$ cat config.mk
export PLATFORM = sky130hd
export DESIGN_NAME = fifo_wr_arbiter
export DESIGN_NICKNAME = d
export VERILOG_FILES = /design/src/rtl/fifo_wr_arbiter_pkg.sv /design/src/rtl/fifo_wr_arbiter_pick.sv /design/src/rtl/fifo_wr_arbiter.sv
export SDC_FILE = /design/constraint.sdc
export NUM_CORES = 1
export LEC_CHECK = 0
export ABC_AREA = 1
export BUFFER_PORTS_ARGS = -buffer_cell sky130_fd_sc_hd__buf_2
export CORE_ASPECT_RATIO = 0.75
export CORE_MARGIN = 5
export CORE_UTILIZATION = 40
export CTS_CLUSTER_SIZE = 40
export DETAILED_ROUTE_END_ITERATION = 7
export HOLD_SLACK_MARGIN = 0.05
export PLACE_DENSITY = 0.8
export SYNTH_ARGS = -nofsm -noshare
export SYNTH_HDL_FRONTEND = slang
export SYNTH_SLANG_ARGS = --single-unit
$ cat constraint.sdc
create_clock -name clk -period 3.2 [get_ports clk]
set_clock_uncertainty 0.05 [all_clocks]
set_input_delay 0.48 -clock clk [delete_from_list [all_inputs] [get_ports clk]]
set_output_delay 0.48 -clock clk [all_outputs]
set_load 0.03 [all_outputs]
$ cat src/rtl/fifo_wr_arbiter_pkg.sv
// Shared definitions for the FIFO write-port arbiter: FSM encoding and
// the width derivations used by the arbiter and its priority picker.
package fifo_wr_arbiter_pkg;

  typedef enum logic {
    IDLE  = 1'b0,
    BURST = 1'b1
  } state_t;

  // Index width for n requesters; never narrower than one bit.
  function automatic int owner_bits(input int n);
    return (n <= 2) ? 1 : $clog2(n);
  endfunction

  // Burst counter width able to hold values 0..max_burst.
  function automatic int count_bits(input int max_burst);
    return $clog2(max_burst + 1);
  endfunction

endpackage

$ cat src/rtl/fifo_wr_arbiter_pick.sv
// Combinational round-robin selector: first set request bit scanning
// ptr, ptr+1, ... wrapping modulo N. Shared with the read-side scheduler.
module rr_priority_pick
  import fifo_wr_arbiter_pkg::*;
#(
  parameter int N  = 4,
  parameter int PW = owner_bits(N)
) (
  input  logic [N-1:0]  req,
  input  logic [PW-1:0] ptr,
  output logic          found,
  output logic [PW-1:0] idx
);

  int cand;

  always_comb begin
    // NOTE: every output gets a default before the loop so no path leaves
    // a value unassigned, which would otherwise infer a latch.
    found = 1'b0;
    idx   = '0;
    cand  = 0;
    for (int k = 0; k < N; k++) begin
      cand = int'(ptr) + k;
      if (cand >= N) cand = cand - N;
      if (!found && req[cand]) begin
        found = 1'b1;
        idx   = PW'(cand);
      end
    end
  end

endmodule

$ cat src/rtl/fifo_wr_arbiter.sv
// Round-robin arbiter sharing one FIFO write port between several producers;
// each owner gets a bounded burst, then priority rotates past it.
module fifo_wr_arbiter
  import fifo_wr_arbiter_pkg::*;
#(
  parameter  int Width      = 8,
  parameter  int Requesters = 4,
  parameter  int MaxBurst   = 4,
  localparam int OwnerBits  = owner_bits(Requesters)
) (
  input  logic                        clk,
  input  logic                        reset,
  input  logic [Requesters-1:0]       REQ,
  input  logic [Requesters*Width-1:0] REQdata,
  output logic [Requesters-1:0]       GNT,
  output logic                        WRreq,
  output logic [Width-1:0]            WRdata,
  input  logic                        FIFOfull,
  output logic [OwnerBits-1:0]        Owner,
  output logic                        Busy
);

  localparam int                    CountBits = count_bits(MaxBurst);
  localparam logic [CountBits-1:0]  LastCount = CountBits'(MaxBurst - 1);
  localparam logic [OwnerBits-1:0]  LastOwner = OwnerBits'(Requesters - 1);

  state_t                state_q, state_d;
  logic [OwnerBits-1:0]  ptr_q, ptr_d, owner_d, ptr_after;
  logic [CountBits-1:0]  count_q, count_d;
  logic                  pick_found, owner_req, write_ok;
  logic [OwnerBits-1:0]  pick_idx;

  rr_priority_pick #(
    .N  (Requesters),
    .PW (OwnerBits)
  ) u_pick (
    .req   (REQ),
    .ptr   (ptr_q),
    .found (pick_found),
    .idx   (pick_idx)
  );

  assign owner_req = REQ[Owner];
  assign WRdata    = REQdata[Owner*Width +: Width];
  // Wrap modulo Requesters, not modulo 2**OwnerBits.
  assign ptr_after = (Owner == LastOwner) ? '0 : Owner + 1'b1;

  always_comb begin
    state_d  = state_q;
    ptr_d    = ptr_q;
    owner_d  = Owner;
    count_d  = count_q;
    write_ok = 1'b0;
    unique case (state_q)
      IDLE: begin
        if (pick_found) begin
          owner_d = pick_idx;
          count_d = '0;
          state_d = BURST;
        end
      end
      BURST: begin
        // Release takes priority over a full FIFO.
        if (!owner_req) begin
          state_d = IDLE;
          ptr_d   = ptr_after;
          count_d = '0;
        end else if (!FIFOfull) begin
          write_ok = 1'b1;
          if (count_q == LastCount) begin
            state_d = IDLE;
            ptr_d   = ptr_after;
            count_d = '0;
          end else begin
            count_d = count_q + 1'b1;
          end
        end
      end
      default: state_d = IDLE;
    endcase
  end

  // Gated by reset so a reset landing mid-burst never writes the FIFO.
  assign WRreq = write_ok & ~reset;

  always_comb begin
    GNT        = '0;
    GNT[Owner] = WRreq;
  end

  assign Busy = (state_q == BURST);

  always_ff @(posedge clk) begin
    // NOTE: state registers use non-blocking assignments so every flop
    // samples pre-edge values regardless of statement order.
    if (reset) begin
      state_q <= IDLE;
      ptr_q   <= '0;
      count_q <= '0;
      Owner   <= '0;
    end else begin
      state_q <= state_d;
      ptr_q   <= ptr_d;
      count_q <= count_d;
      Owner   <= owner_d;
    end
  end

endmodule
# Yosys cells after proc, flatten, opt, wreduce, memory -nomap -nowiden
# Cells that the tools add are included.
[totals] reg_bits=8 inputBits=39 out_inout_bits=16 wordCells=89
[classes] addsub=9 n_lt_le_gt_ge=10 eq_ne=6 shifts=1 muxes=45 bitwise=4 reduce_logical=10
[op_table] operator="$lt 32x4->1 const B" count=4
[op_table] operator="$mux 32" count=4
[op_table] operator="$ge 32x4->1 const B" count=3
[op_table] operator="$sub 32x4->32 const B" count=3
[op_table] operator="$shiftx 32x6->8" count=1
[op_table] operator="$mux 1" count=21
[op_table] operator="$mux 2" count=8
[op_table] operator="$mux 3" count=4
[op_table] operator="$bmux 1 s2" count=5
[op_table] operator="$add 2x2->3 const B" count=2
[op_table] operator="$pmux 3 s2" count=1
[op_table] operator="$and 4x4->4" count=1
[op_table] operator="$logic_and 1x1->1" count=4
[op_table] operator="$ne 2x2->1 const B" count=2
[op_table] operator="$reduce_and 2->1" count=2
[op_table] operator="$sub 2x3->4 const B" count=1
[op_table] operator="$add 2x1->3 const B" count=1
[op_table] operator="$add 3x1->3 const B" count=1
[op_table] operator="$eq 3x2->1 const B" count=1
[op_table] operator="$ge 2x3->1 const B" count=1
[op_table] operator="$logic_not 1->1" count=3
[op_table] operator="$lt 2x3->1 const B" count=1
[op_table] operator="$ne 3x3->1 const B" count=1
[op_table] operator="$reduce_and 3->1" count=1
[op_table] operator="8 further kinds" count=9

# Longest topological paths before layout
# Gate-level depths: netlist of the first run.
[logic_depth] ltp_word=17 ltp_mapped=12

# By module
# Synthesis of the first run repeated with hierarchy kept, for this count alone.
[unflattened] cells_unflattened=184 hier_area_um2=1083.5
[by_module_without_submodules] mod="fifo_wr_arbiter" n_inst=1 cells_per_inst=125 area_per_inst_um2=764.5 seq_area_each_um2=160.2
[by_module_without_submodules] mod="rr_priority_pick" n_inst=1 cells_per_inst=59 area_per_inst_um2=319.1 seq_area_each_um2=0.0

# Least setup slack after synthesis of the first run
# OpenSTA, ideal clock, no wires.
[synth_timing] path_kind="flip-flop to output port" startpoint="reg Owner[0]" endpoint="out GNT[0]" arrival_time_ns=2.237 required_ns=2.670 path_slack_ns=0.433 stages_incl_launch_ff=8 path_buffers=1 cell_sequence="dfxtp_1 > buf_2 > nand2_1 > nand3_1 > nand2_1 > nor4_2 > inv_1 > nor2_1"
[synth_via] elab_chain_len=6 elab_cells_between_ends=11 classes_between="2 x order compare; 6 x mux; 2 x bitwise; 1 x reduce/logical"
[synth_lines] element="start, declared" line="fifo_wr_arbiter.sv:19" text="output logic [OwnerBits-1:0] Owner,"
[synth_lines] element="start signal, assigned" line="fifo_wr_arbiter.sv:105" text="Owner <= owner_d;"
[synth_lines] element="$bmux 1 s2" line="fifo_wr_arbiter.sv:43" text="assign owner_req = REQ[Owner];"
[synth_lines] element="$mux 1 (implied by the code)" line="fifo_wr_arbiter.sv:43"
[synth_lines] element="$mux 1" line="fifo_wr_arbiter.sv:64" text="if (!owner_req) begin"
[synth_lines] element="$mux 1" line="fifo_wr_arbiter.sv:54" text="unique case (state_q)"
[synth_lines] element="$and 1x1->1" line="fifo_wr_arbiter.sv:84" text="assign WRreq = write_ok & ~reset;"
[synth_lines] element="via WRreq" line="fifo_wr_arbiter.sv:16" text="output logic WRreq,"
[synth_lines] element="$and 4x4->4 (no line)"
[synth_lines] element="end, declared" line="fifo_wr_arbiter.sv:15" text="output logic [Requesters-1:0] GNT,"
# The timed path passes the listed nets, and every way through them passes these cells. The select of a mux whose other input is x is not followed.

# Worst setup path after layout of the first run
[layout_timing] startpoint="reg Owner[0]" endpoint="out GNT[3]"
[layout_via] elab_chain_len=6 elab_cells_between_ends=11 classes_between="2 x order compare; 6 x mux; 2 x bitwise; 1 x reduce/logical"
[layout_lines] element="$bmux 1 s2" line="fifo_wr_arbiter.sv:43"
[layout_lines] element="$mux 1 (implied by the code)" line="fifo_wr_arbiter.sv:43"
[layout_lines] element="$mux 1" line="fifo_wr_arbiter.sv:64"
[layout_lines] element="$mux 1" line="fifo_wr_arbiter.sv:54"
[layout_lines] element="$and 1x1->1" line="fifo_wr_arbiter.sv:84"
[layout_lines] element="$and 4x4->4 (no line) (*)"
# Every way passes the cells marked *; elsewhere a longest branch is shown, timed or not. The select of a mux whose other input is x is not followed.

==> results of run 1 <==
==> cells in the mapped netlist <==
cell type,n
nor3_1,1
dfxtp_1,8
o22ai_1,8
inv_1,18
buf_2,3
clkbuf_1,3
nand2_1,38
nor2_1,33
a21oi_1,5
inv_2,2
buf_6,1
nand3_1,14
o21ai_2,1
ha_1,5
nand4_4,1
inv_8,1
nand3_2,3
nor4_2,1
nand2_4,2
nor2_8,1
o21ai_0,20
nand2_2,6
o21ai_1,1
==> worst min-delay path, cell delays in order (launching register included) <==
cell and delay [ns]:
dfxtp_1 0.33, a21oi_1 0.04, nor2_1 0.08
==> flip-flops by register name, summed over array words and instances, names as in the netlist <==
signal	cells
count_q	3
Owner	2
ptr_q	2
Busy	1
==> power by group <==
group	switching [uW]	internal, uW	total [uW]
combinational	664	317	981
sequential	93.0	137	230
clock	34.0	42.9	76.9
==> metal layers <==
layer | vias to the layer above | global-route usage | part of all wire
met5 | - | 0 | 0
met4 | 0 | 0.00990 | 0
met3 | 0 | 0.0564 | 0.055
met2 | 24 | 0.280 | 0.49
met1 | 528 | 0.204 | 0.46
li1 | 673 | - | -
==> metrics by stage <==
stage / hold WS (ns) / total power [uW] / instances / worst slack [ns] / area, um2
2_1_floorplan: 0.406 / 1010 / 176 / 0.433 / 1020
3_3_place_gp: 0.427 / 1210 / 258 / 1.04 / 1300
3_5_place_dp: 0.434 / 1210 / 258 / 0.977 / 1300
4_1_cts: 0.448 / 1290 / 261 / 0.694 / 1330
5_1_grt: 0.486 / 1430 / 261 / 0.451 / 1330
6_report: 0.445 / 1290 / 261 / 0.698 / 1330
==> kinds of logic after synthesis <==
logic type,count (synthesis),share of synthesized area
adder cells (fa/ha/maj),5,0.0613
AO/OA/AOI/OAI,35,0.185
AND/OR/NAND/NOR,100,0.475
buffers and inverters,28,0.121
flip-flops,8,0.157
==> worst min-delay path by stage <==
stage,to,from
2_1_floorplan,count_q[1],count_q[1]
3_3_place_gp,count_q[1],count_q[1]
3_5_place_dp,count_q[1],count_q[1]
4_1_cts,count_q[1],count_q[1]
5_1_grt,count_q[1],count_q[1]
6_report,count_q[1],count_q[1]
==> area by class of cell <==
| class | instances | area share |
|---|---|---|
| flip-flops and latches | 8 | 0.121 |
| inverters | 21 | 0.0651 |
| repair buffers | 55 | 0.209 |
| clock buffers | 3 | 0.0170 |
| multi-input cells | 140 | 0.556 |
| well taps | 34 | 0.0321 |
==> reports/results.md, run 1 <==
| Step | Result | This run |
|:---|:---|:---|
| global routing | Overall fraction of global-route tracks in use | 0.162 |
| routing | Detail Route Antenna Nets | 0 |
| critical path | Slowest cell on the critical path | dfxtp_1 |
| die | Initial Utilization | 0.432 |
| sta | Unrepaired setup endpoints after global routing | false |
| yosys | Number of register bits inferred by synthesis | 8 |
| clocking | Num CTS Buffers | 3 |
| critical path | Critical Path Sink | GNT[3] |
| critical path | Worst path depth | 7 |
| power | Power density over cell area | 971 nW/um2 |
| critical path | Kind of start point of the critical path | flip-flop |
| run status | Status | finished, final reports clean |
| clocking | Postcts setup bufs | 0 |
| clocking | Clock tree from TritonCTS | built |
| sta | Final Hold Vio Count | 0 |
| critical path | Critical path endpoint category | output pin |
| yosys | Avg Cell Area, Syn | 5.80 um2 |
| clocking | Clock slew at the register clock pins of the worst setup and hold paths | 0.05 ns |
| critical path | Crit-path max cell delay | 0.75 ns |
| clocking | H-tree level count | 1 |
| global routing | Overflow left after global routing | 0 |
| global routing | Maximum number of pins on one net before global-route repair | 24 |
| yosys | Post-synth top area share | 0.157 |
| placement | Placed wire-length estimate after detailed placement | 2.24 mm |
| critical path | Setup crit start | Owner[0] |
| sta | Slew Limit Fails | 0 |
| routing | Total Wirelength | 2.74 mm |
| sta | Post-layout minimum cycle time | 2.50 ns |
| routing | Average routed wire per standard cell | 10.5 um |
| critical path | CP Data Required Time | 2.67 ns |
| yosys | Distinct cell type count of the synthesized netlist | 23 |
| yosys | Register area share after synthesis | 0.157 |
| critical path | Worst R2R Start | Owner[0] |
| routing | Via count | 1,225 |
| global routing | Global-route wire length before repair | 4.66 mm |
| critical path | Top delay family on crit path | flip-flops |
| global routing | Number of global-route vias before repair | 1,109 |
| clocking | Post-cts repair resize count | 0 |
| clocking | Sink Count | 8 |
| critical path | Buffers plus inverters on the worst setup path | 2 |
| yosys | Number of instances in the synthesized netlist | 176 |
| yosys | Cells taking the most area after synthesis | dfxtp_1 (16%), nand2_1 (14%), nor2_1 (12%), o21ai_0 (9.8%), nand3_1 (6.9%) |
| min path | Worst Hold Depth | 2 |
| critical path | Setup slack of the worst register-to-register path | 1.37 ns |
| clocking | Clock latency reported for the late side of the worst-skew pair | 0.25 ns |
| die | Chip Height | 53.8 um |
| die | FP Rows | 15 |
| sta | Final number of setup-violating endpoints | 0 |
| sta | Worst Tran Pin Value | 0.679 ns |
| min path | Class of the tightest hold or removal check | reg2reg |
| cells and area | Core utilization of the finished layout | 0.561 |
| placement | Final estimated routing congestion in global placement | 0.754 |
| power | Leakage | 0.000748 uW |
| clocking | Maximum buffer depth of the clock tree | 2 |
| critical path | Crit Path Max Fanout | 23 |
| routing | Drt first-iter violations | 59 |
| routing | TritonRoute pass-1 iters | 4 |
| die | Core ar. | 2360 um2 |
| placement | Number of buffers inserted by port buffering | 54 |
| clocking | Hold buffers post-CTS | 0 |
| die | Area of the die | 3670 um2 |
| cells and area | Most frequent cells in the layout | buf_2 (54), nand2_1 (38), nor2_1 (33) |
| sta | Setup tns final | 0 ns |
| cells and area | Most frequent standard cell in the layout excluding fill and tap cells | buf_2 |
| yosys | Area of the mapped netlist | 1020 um2 |
| cells and area | Share of final-layout standard cells stronger than drive strength 1 | 0.335 |
| critical path | Arrival @ worst endpoint | 1.97 ns |
| yosys | Cell type contributing the most total cell area after synthesis | dfxtp_1 |
| cells and area | Antenna diode instance count | 0 |
| cells and area | Total of fill cells in the finished design | 259 |
| die | Floorplan die width | 68.3 um |
| routing | Vias/cell | 4.69 |
| critical path | CP Cell Sequence | nand2_1 -> nand3_1 -> nand2_1 -> nor4_2 -> inv_1 -> nor2_1 -> buf_2 |
| yosys | Yosys warning total | 0 |
| global routing | Initial antenna violation count | 0 |
| critical path | Cell type with the highest occurrence count on the critical path | nand2_1 |
| yosys | Synthesized net count | 220 |
| critical path | Category of the most critical setup path | reg2out |
| critical path | Depth of the worst register-to-register path | 5 |
| power | Worst ir drop on vdd | 0.473 mV |
| clocking | Clk root buf | clkbuf_4 |
| cells and area | Multi-input gate area | 737 um2 |
| die | Top Ports | 55 |
| sta | Period utilisation layout | 0.782 |
| run | Number of max-capacitance violations reported | 0 |
| routing | DRC Markers | 0 |
| sta | Highest clock rate | 400 MHz |
| critical path | FF-to-FF End | ptr_q[1] |
| cells and area | Register cell area after layout | 160 um2 |
| cells and area | Layout Nets | 273 |
| sta | Worst slew margin | 0.547 |
| cells and area | Layout overhead on the synthesized area | 29.9% |
No activity file was read; power rests on OpenSTA's default activity.
==> inputs of run 2 (changes only) <==
ABC_AREA = 0   (was 1)
CORE_UTILIZATION = 39   (was 40)
PLACE_DENSITY = 0.86   (was 0.8)
clock period = 2.6 ns   (was 3.2 ns; I/O delays follow)
==> reports/results.md, run 2 <==
| Step | Result | This run | Change |
|:---|:---|:---|:---|
| critical path | Arrival @ worst endpoint | 1.74 ns | was 1.97 ns |
| routing | Vias/cell | 5.21 | was 4.69 |
| die | Area of the die | 2820 um2 | was 3670 um2 |
| yosys | Cells taking the most area after synthesis | mux4_2 (28%), dfxtp_1 (22%), ha_1 (8.7%), nand2b_1 (4.3%), a21oi_1 (4.2%) | was dfxtp_1 (16%), nand2_1 (14%), nor2_1 (12%), o21ai_0 (9.8%), nand3_1 (6.9%) |
| sta | Setup tns final | 0 ns | unchanged |
| yosys | Register area share after synthesis | 0.221 | was 0.157 |
| critical path | CP Data Required Time | 2.16 ns | was 2.67 ns |
| placement | Final estimated routing congestion in global placement | 0.831 | was 0.754 |
| clocking | Num CTS Buffers | 3 | unchanged |
| cells and area | Total of fill cells in the finished design | 139 | was 259 |
| placement | Placed wire-length estimate after detailed placement | 1.82 mm | was 2.24 mm |
| critical path | Crit Path Max Fanout | 5 | was 23 |
| yosys | XOR/XNOR Fraction of Synth Area | 0 | unchanged |
| global routing | Overall fraction of global-route tracks in use | 0.144 | was 0.162 |
| sta | Final Hold Vio Count | 0 | unchanged |
| die | Chip Height | 47.3 um | was 53.8 um |
| placement | Area post-placement | 1030 um2 | was 1300 um2 |
| yosys | Yosys warning total | 0 | unchanged |
| run status | Status | finished, final reports clean | unchanged |
| die | FP Rows | 13 | was 15 |
| cells and area | Core utilization of the finished layout | 0.604 | was 0.561 |
| yosys | Share of synthesized cell area in and, or, nand and nor gates | 0.204 | was 0.475 |
| die | Floorplan die width | 59.7 um | was 68.3 um |
| clocking | Hold buffers post-CTS | 0 | unchanged |
| yosys | Avg Cell Area, Syn | 10.0 um2 | was 5.80 um2 |
| clocking | Clock slew at the register clock pins of the worst setup and hold paths | 0.06 ns | was 0.05 ns |
| cells and area | Antenna diode instance count | 0 | unchanged |
| power | Power density over cell area | 394 nW/um2 | was 971 nW/um2 |
| cells and area | Post-route design area | 1050 um2 | was 1330 um2 |
| routing | TritonRoute pass-1 iters | 4 | unchanged |
| critical path | Worst R2R Start | Owner[0] | unchanged |
| die | Core ar. | 1740 um2 | was 2360 um2 |
| yosys | Fraction of registers with async set or reset after synthesis | 0 | unchanged |
| yosys | Leading register cell type out of synthesis | dfxtp_1 | unchanged |
| sta | Final number of setup-violating endpoints | 0 | unchanged |
| sta | Slew Limit Fails | 0 | unchanged |
| critical path | Critical path endpoint category | output pin | unchanged |
| yosys | Distinct cell type count of the synthesized netlist | 25 | was 23 |
| sta | Worst slack on hold paths | 0.393 ns | was 0.445 ns |
| cells and area | Share of final-layout standard cells stronger than drive strength 1 | 0.563 | was 0.335 |
| routing | Via count | 782 | was 1,225 |
| yosys | Synthesized net count | 116 | was 220 |
| clocking | Clock latency reported for the late side of the worst-skew pair | 0.26 ns | was 0.25 ns |
| critical path | Depth of the worst register-to-register path | 3 | was 5 |
| critical path | Setup slack of the worst register-to-register path | 0.77 ns | was 1.37 ns |
| sta | Post-layout minimum cycle time | 2.18 ns |  |
| global routing | Maximum number of pins on one net before global-route repair | 15 | was 24 |
| power | Worst ir drop on vdd | 0.212 mV | was 0.473 mV |
| clocking | Maximum buffer depth of the clock tree | 2 | unchanged |
| critical path | Category of the most critical setup path | reg2out | unchanged |
| routing | Total Wirelength | 2.15 mm | was 2.74 mm |
| yosys | Post-synth top area share | 0.280 | was 0.157 |
| die | Initial Utilization | 0.416 | was 0.432 |
| yosys | Area of the mapped netlist | 723 um2 | was 1020 um2 |
| cells and area | Most frequent standard cell in the layout excluding fill and tap cells | buf_2 | unchanged |
| clocking | Sink Count | 8 | unchanged |
| clocking | Post-cts repair resize count | 0 | unchanged |
| global routing | Number of global-route vias before repair | 683 | was 1,109 |
| clocking | Postcts setup bufs | 0 | unchanged |
| yosys | Number of flops mapped to enable cells by yosys | 0 | unchanged |
| placement | Dpl ws | 0.568 ns | was 0.977 ns |
| yosys | Cell type contributing the most total cell area after synthesis | mux4_2 | was dfxtp_1 |
| clocking | H-tree level count | 1 | unchanged |
| yosys | Mux share of post-synthesis cell area | 0.337 | was 0 |
| die | Top Ports | 55 | unchanged |
| min path | Min-delay src | reset | was count_q[1] |
| clocking | Clock tree from TritonCTS | built | unchanged |
| clocking | Clk root buf | clkbuf_4 | unchanged |
| global routing | Overflow left after global routing | 0 | unchanged |
| cells and area | Layout Nets | 174 | was 273 |
| yosys | Fraction of the mapped netlist area in compound gates | 0.107 | was 0.185 |
| sta | Unrepaired setup endpoints after global routing | false | unchanged |
| yosys | Combinational family with the most area after synthesis | multiplexers | was simple AND/OR/NAND/NOR gates |
| sta | Worst Tran Pin Value | 0.487 ns | was 0.679 ns |
| routing | Drt first-iter violations | 12 | was 59 |
| routing | Average routed wire per standard cell | 14.3 um | was 10.5 um |
| yosys | Number of instances in the synthesized netlist | 72 | was 176 |
| power | Leakage | 0.000508 uW | was 0.000748 uW |
| sta | Period utilisation layout | 0.838 |  |
| cells and area | Most flops, register | count_q | unchanged |
| yosys | Commonest cells in the synthesized netlist | mux4_2 (9), dfxtp_1 (8), a21oi_1 (6) | was nand2_1 (38), nor2_1 (33), o21ai_0 (20) |
| yosys | Post-synthesis adder-cell area fraction | 0.0865 | was 0.0613 |
| placement | Number of buffers inserted by port buffering | 54 | unchanged |
| min path | Hold path endpoint | Owner[0] | was count_q[1] |
| critical path | FF-to-FF End | count_q[1] | was ptr_q[1] |
| min path | Class of the tightest hold or removal check | in2reg | was reg2reg |
| cells and area | Most frequent cells in the layout | buf_2 (54), mux4_2 (9), dfxtp_1 (8) | was buf_2 (54), nand2_1 (38), nor2_1 (33) |
| routing | DRC Markers | 0 | unchanged |
| sta | Worst slew margin | 0.672 | was 0.547 |
| sta | Highest clock rate | 459 MHz |  |
| yosys | Most common cell in the synthesized netlist | mux4_2 | was nand2_1 |
| critical path | Kind of start point of the critical path | flip-flop | unchanged |
| run | Number of max-capacitance violations reported | 0 | unchanged |
| cells and area | Largest register FFs | 3 | unchanged |
| global routing | Global-route wire length before repair | 2.99 mm | was 4.66 mm |
| routing | Detail Route Antenna Nets | 0 | unchanged |
| cells and area | Layout overhead on the synthesized area | 45.3% | was 29.9% |
| yosys | Number of register bits inferred by synthesis | 8 | unchanged |
| global routing | Initial antenna violation count | 0 | unchanged |
| sta | Worst Setup Slack, final | 0.422 ns | was 0.698 ns |
| cells and area | Biggest regs | count_q x3, Owner x2, ptr_q x2 | unchanged |
| min path | Worst Hold Depth | 2 | unchanged |
run 2: cell count changes in the layout (fill, tap and decap cells not counted), sizes merged, moves of 5 or more:
cell    previous run  this run
nand3             17         0
nand2b             0         5
o21ai             22         2
nand2             46         1
inv               21         5
mux4               0         9
o22ai              8         2
nor2              34         4
run 2: area by class of cell:
class	count	area, um2	area share
Sequential cell	8	160	0.152
Multi-Input combinational cell	56	537	0.511
Tap cell	22	27.5	0.0262
Inverter	5	18.8	0.0179
Timing Repair Buffer	56	285	0.271
Clock buffer	3	22.5	0.0214
run 2: critical path: stages, from the launching register on:
cell	delay, ns
dfxtp_1	0.37
mux4_2	0.55
nand2_1	0.15
nor3_2	0.08
and2_1	0.16
buf_2	0.17
run 2: metal layers:
metal / global-route usage / wire (um) / vias to the layer above
met2: 0.250 / 1160 / 31
met3: 0.0247 / 146 / 4
met4: 0.0664 / 21 / 0
li1: - / - / 385
met5: 0 / 0 / -
met1: 0.175 / 826 / 362
run 2: how the worst max path moves through the flow:
| stage | from | end | slack (ns) |
|---|---|---|---|
| after CTS | Owner[0] | GNT[2] | 0.43 |
| after detailed placement | REQ[3] | GNT[2] | 0.57 |
| final | Owner[0] | GNT[2] | 0.42 |
| after global routing | Owner[0] | GNT[2] | 0.36 |
| after floorplan | Owner[0] | GNT[0] | 0.26 |
| after global placement | REQ[3] | GNT[3] | 0.61 |
run 2: cells by family after synthesis:
family | count (synthesis)
AO/OA/AOI/OAI | 13
adder cells (fa/ha/maj) | 5
buffers and inverters | 8
flip-flops | 8
multiplexers | 13
AND/OR/NAND/NOR | 25
run 2: power breakdown:
| group | switching, uW | internal, uW | total, uW |
|---|---|---|---|
| clock | 45.2 | 53.0 | 98.2 |
| sequential | 8.59 | 130 | 139 |
| combinational | 96.1 | 80.8 | 177 |
run 2: stage by stage:
step / instances / total power, uW
5_1_grt: 150 / 442
4_1_cts: 150 / 415
6_report: 150 / 414
3_5_place_dp: 147 / 318
2_1_floorplan: 72 / 255
3_3_place_gp: 147 / 313
==> inputs of run 3 (changes only) <==
CORE_UTILIZATION = 35   (was 39)
PLACE_DENSITY = 0.82   (was 0.86)
clock period = 1.9 ns   (was 2.6 ns; I/O delays follow)
==> reports/results.md, run 3 (synthesis gave the netlist of run 2 again) <==
| Step | Result | This run | Change |
|:---|:---|:---|:---|
| die | Initial Utilization | 0.365 | was 0.416 |
| clocking | Clock latency reported for the late side of the worst-skew pair | 0.27 ns | was 0.26 ns |
| critical path | Setup crit start | Owner[0] | unchanged |
| clocking | Hold buffers post-CTS | 0 | unchanged |
| placement | Final estimated routing congestion in global placement | 0.821 | was 0.831 |
| die | Area of the die | 3080 um2 | was 2820 um2 |
| sta | Period utilisation layout | 1.01 |  |
| sta | Highest clock rate | 520 MHz |  |
| cells and area | Most frequent cells in the layout | buf_2 (50), mux4_2 (9), dfxtp_1 (6), a21oi_1 (6), buf_4 (6) | was buf_2 (54), mux4_2 (9), dfxtp_1 (8) |
| cells and area | Multi-input gate area | 556 um2 | was 537 um2 |
| clocking | Clk root buf | clkbuf_4 | unchanged |
| power | Power consumption | 592 uW | was 414 uW |
| power | Sequential share of power | 0.321 | was 0.335 |
| clocking | Num CTS Buffers | 3 | unchanged |
| cells and area | Layout overhead on the synthesized area | 56.2% | was 45.3% |
| routing | TritonRoute pass-1 iters | 4 | unchanged |
| run status | Status | complete, but fails checks | was finished, final reports clean |
| critical path | Setup slack of the worst register-to-register path | 0.09 ns | was 0.77 ns |
| cells and area | Largest register FFs | 3 | unchanged |
| die | FP Rows | 14 | was 13 |
| global routing | GR Layer Usage met2 | 0.247 | was 0.250 |
| power | Switching power as a share of total power | 0.367 | was 0.362 |
| cells and area | Biggest regs | count_q x3, Owner x2, ptr_q x2 | unchanged |
| routing | DRC Markers | 0 | unchanged |
| sta | Post-layout minimum cycle time | 1.92 ns |  |
| sta | Worst slew margin | 0.611 | was 0.672 |
| min path | Class of the tightest hold or removal check | in2reg | unchanged |
| sta | Worst Tran Pin Value | 0.578 ns | was 0.487 ns |
| sta | Unrepaired setup endpoints after global routing | true | was false |
| global routing | Overall fraction of global-route tracks in use | 0.151 | was 0.144 |
| routing | Average routed wire per standard cell | 14.6 um | was 14.3 um |
| die | Top Ports | 55 | unchanged |
| cells and area | Most flops, register | count_q | unchanged |
| run status | Violated checks | negative setup slack |  |
| cells and area | Core utilization of the finished layout | 0.571 | was 0.604 |
| global routing | Initial antenna violation count | 0 | unchanged |
| critical path | Category of the most critical setup path | reg2out | unchanged |
| critical path | Critical path endpoint category | output pin | unchanged |
| sta | Final number of setup-violating endpoints | 7 | was 0 |
| global routing | Global Route met1 Usage | 0.162 | was 0.175 |
| global routing | Overflow left after global routing | 0 | unchanged |
| placement | Number of placed cells counting well taps | 151 | was 147 |
| die | Floorplan die width | 62.5 um | was 59.7 um |
| placement | Placed wire-length estimate after detailed placement | 1.84 mm | was 1.82 mm |
| cells and area | Layout Nets | 178 | was 174 |
| routing | Vias/cell | 5.08 | was 5.21 |
| critical path | Crit Path Max Fanout | 5 | unchanged |
| critical path | Worst R2R Start | Owner[0] | unchanged |
| critical path | Kind of start point of the critical path | flip-flop | unchanged |
| sta | Slew Limit Fails | 0 | unchanged |
| die | Chip Height | 49.4 um | was 47.3 um |
| sta | Final Hold Vio Count | 0 | unchanged |
| power | Proportion of power drawn by combinational gates | 0.439 | was 0.427 |
| critical path | CP Data Required Time | 1.56 ns | was 2.16 ns |
| cells and area | Post-layout instance count excluding filler cells | 156 | was 150 |
| routing | Drt first-iter violations | 31 | was 12 |
| clocking | Sink Count | 8 | unchanged |
| routing | Detail Route Antenna Nets | 0 | unchanged |
| clocking | Clock tree from TritonCTS | built | unchanged |
| cells and area | Most frequent standard cell in the layout excluding fill and tap cells | buf_2 | unchanged |
| cells and area | Share of final-layout standard cells stronger than drive strength 1 | 0.629 | was 0.563 |
| cells and area | Antenna diode instance count | 0 | unchanged |
| critical path | Arrival @ worst endpoint | 1.59 ns | was 1.74 ns |
| run | Number of max-capacitance violations reported | 0 | unchanged |
| power | Power density over cell area | 524 nW/um2 | was 394 nW/um2 |
| routing | Total Wirelength | 2.28 mm | was 2.15 mm |
| power | Leakage | 0.000538 uW | was 0.000508 uW |
| critical path | Critical Path Sink | GNT[2] | unchanged |
| power | Power dissipated by switching net loads | 217 uW | was 150 uW |
| cells and area | Total of fill cells in the finished design | 169 | was 139 |
| clocking | Maximum buffer depth of the clock tree | 2 | unchanged |
| cells and area | Register cell area after layout | 163 um2 | was 160 um2 |
| die | Core ar. | 1980 um2 | was 1740 um2 |
| clocking | Clock slew at the register clock pins of the worst setup and hold paths | 0.06 ns | about the same |
| critical path | Depth of the worst register-to-register path | 4 | was 3 |
| global routing | Number of global-route vias before repair | 790 | was 683 |
| global routing | Global-route wire length before repair | 3.67 mm | was 2.99 mm |
| routing | Via count | 793 | was 782 |
| global routing | Global routing's busiest layer | met2 | unchanged |
| sta | Worst slack on hold paths | 0.282 ns | was 0.393 ns |
| placement | Number of buffers inserted by port buffering | 54 | unchanged |
| power | Worst ir drop on vdd | 0.323 mV | was 0.212 mV |
| critical path | FF-to-FF End | count_q[1] | unchanged |
| power | Part of the power in the clock network | 0.240 | was 0.237 |
| clocking | H-tree level count | 1 | unchanged |
| power | Cell-internal power | 374 uW | was 264 uW |
| global routing | Maximum number of pins on one net before global-route repair | 15 | unchanged |
| sta | Worst Setup Slack, final | -0.0243 ns | was 0.422 ns |
| global routing | Fraction of met3 tracks used by global routing | 0.0599 | was 0.0247 |
| sta | Setup tns final | -0.0952 ns | was 0 ns |
run 3: cell count changes in the layout (fill, tap and decap cells not counted):
cell     change
nor3_2       -1
and2_1       -4
dfxtp_2      +2
dfxtp_1      -2
nand2_1      -1
buf_4        +4
and2_4       +4
nand2_2      +1
nor3_4       +1
buf_6        +4
buf_2        -4
run 3: per-stage QoR:
stage               area, um2  setup WS, ns
detailed placement       1060        0.0588
CTS                      1120       -0.0321
floorplan                 742       -0.0217
global route             1130       -0.0802
global placement         1060        0.0867
finish                   1130       -0.0243
run 3: power groups by stage:
stage	Clock, uW	Sequential [uW]	Combinational [uW]
detailed placement	0	193	251
CTS	144	190	257
global route	157	191	281
finish	142	190	259
global placement	0	192	246
floorplan	0	203	148
run 3: critical path: stages, from the launching register on:
cell and delay [ns]:
dfxtp_2 0.34, mux4_2 0.52, nand2_2 0.12, nor3_4 0.05, and2_4 0.15, buf_6 0.13
run 3: how the worst min path moves through the flow:
stage,to,from,slack (ns),depth (start not counted)
2_1_floorplan,count_q[2],count_q[2],0.39,2
3_3_place_gp,count_q[2],count_q[2],0.40,2
3_5_place_dp,count_q[2],count_q[2],0.44,2
4_1_cts,Owner[1],reset,0.28,2
5_1_grt,Owner[0],reset,0.30,2
6_report,Owner[1],reset,0.28,2
run 3: cell type report:
cell class                 count  area share
tap                           24      0.0266
multi-input combinational     56       0.492
sequential                     8       0.144
timing repair buffer          60       0.301
inverter                       5      0.0166
clock buffer                   3      0.0199
run 3: what timing repair did:
item	in CTS	in global routing
hold endpoints to repair	0	0
gates resized for setup	13	0
buffers inserted	1	1
pin swaps	5	0
setup endpoints to repair	11	13
run 3: layer usage:
layer	vias to the layer above	wire length, um
met2	42	1070
met4	0	72
li1	391	-
met3	7	255
met1	353	882
met5	-	0
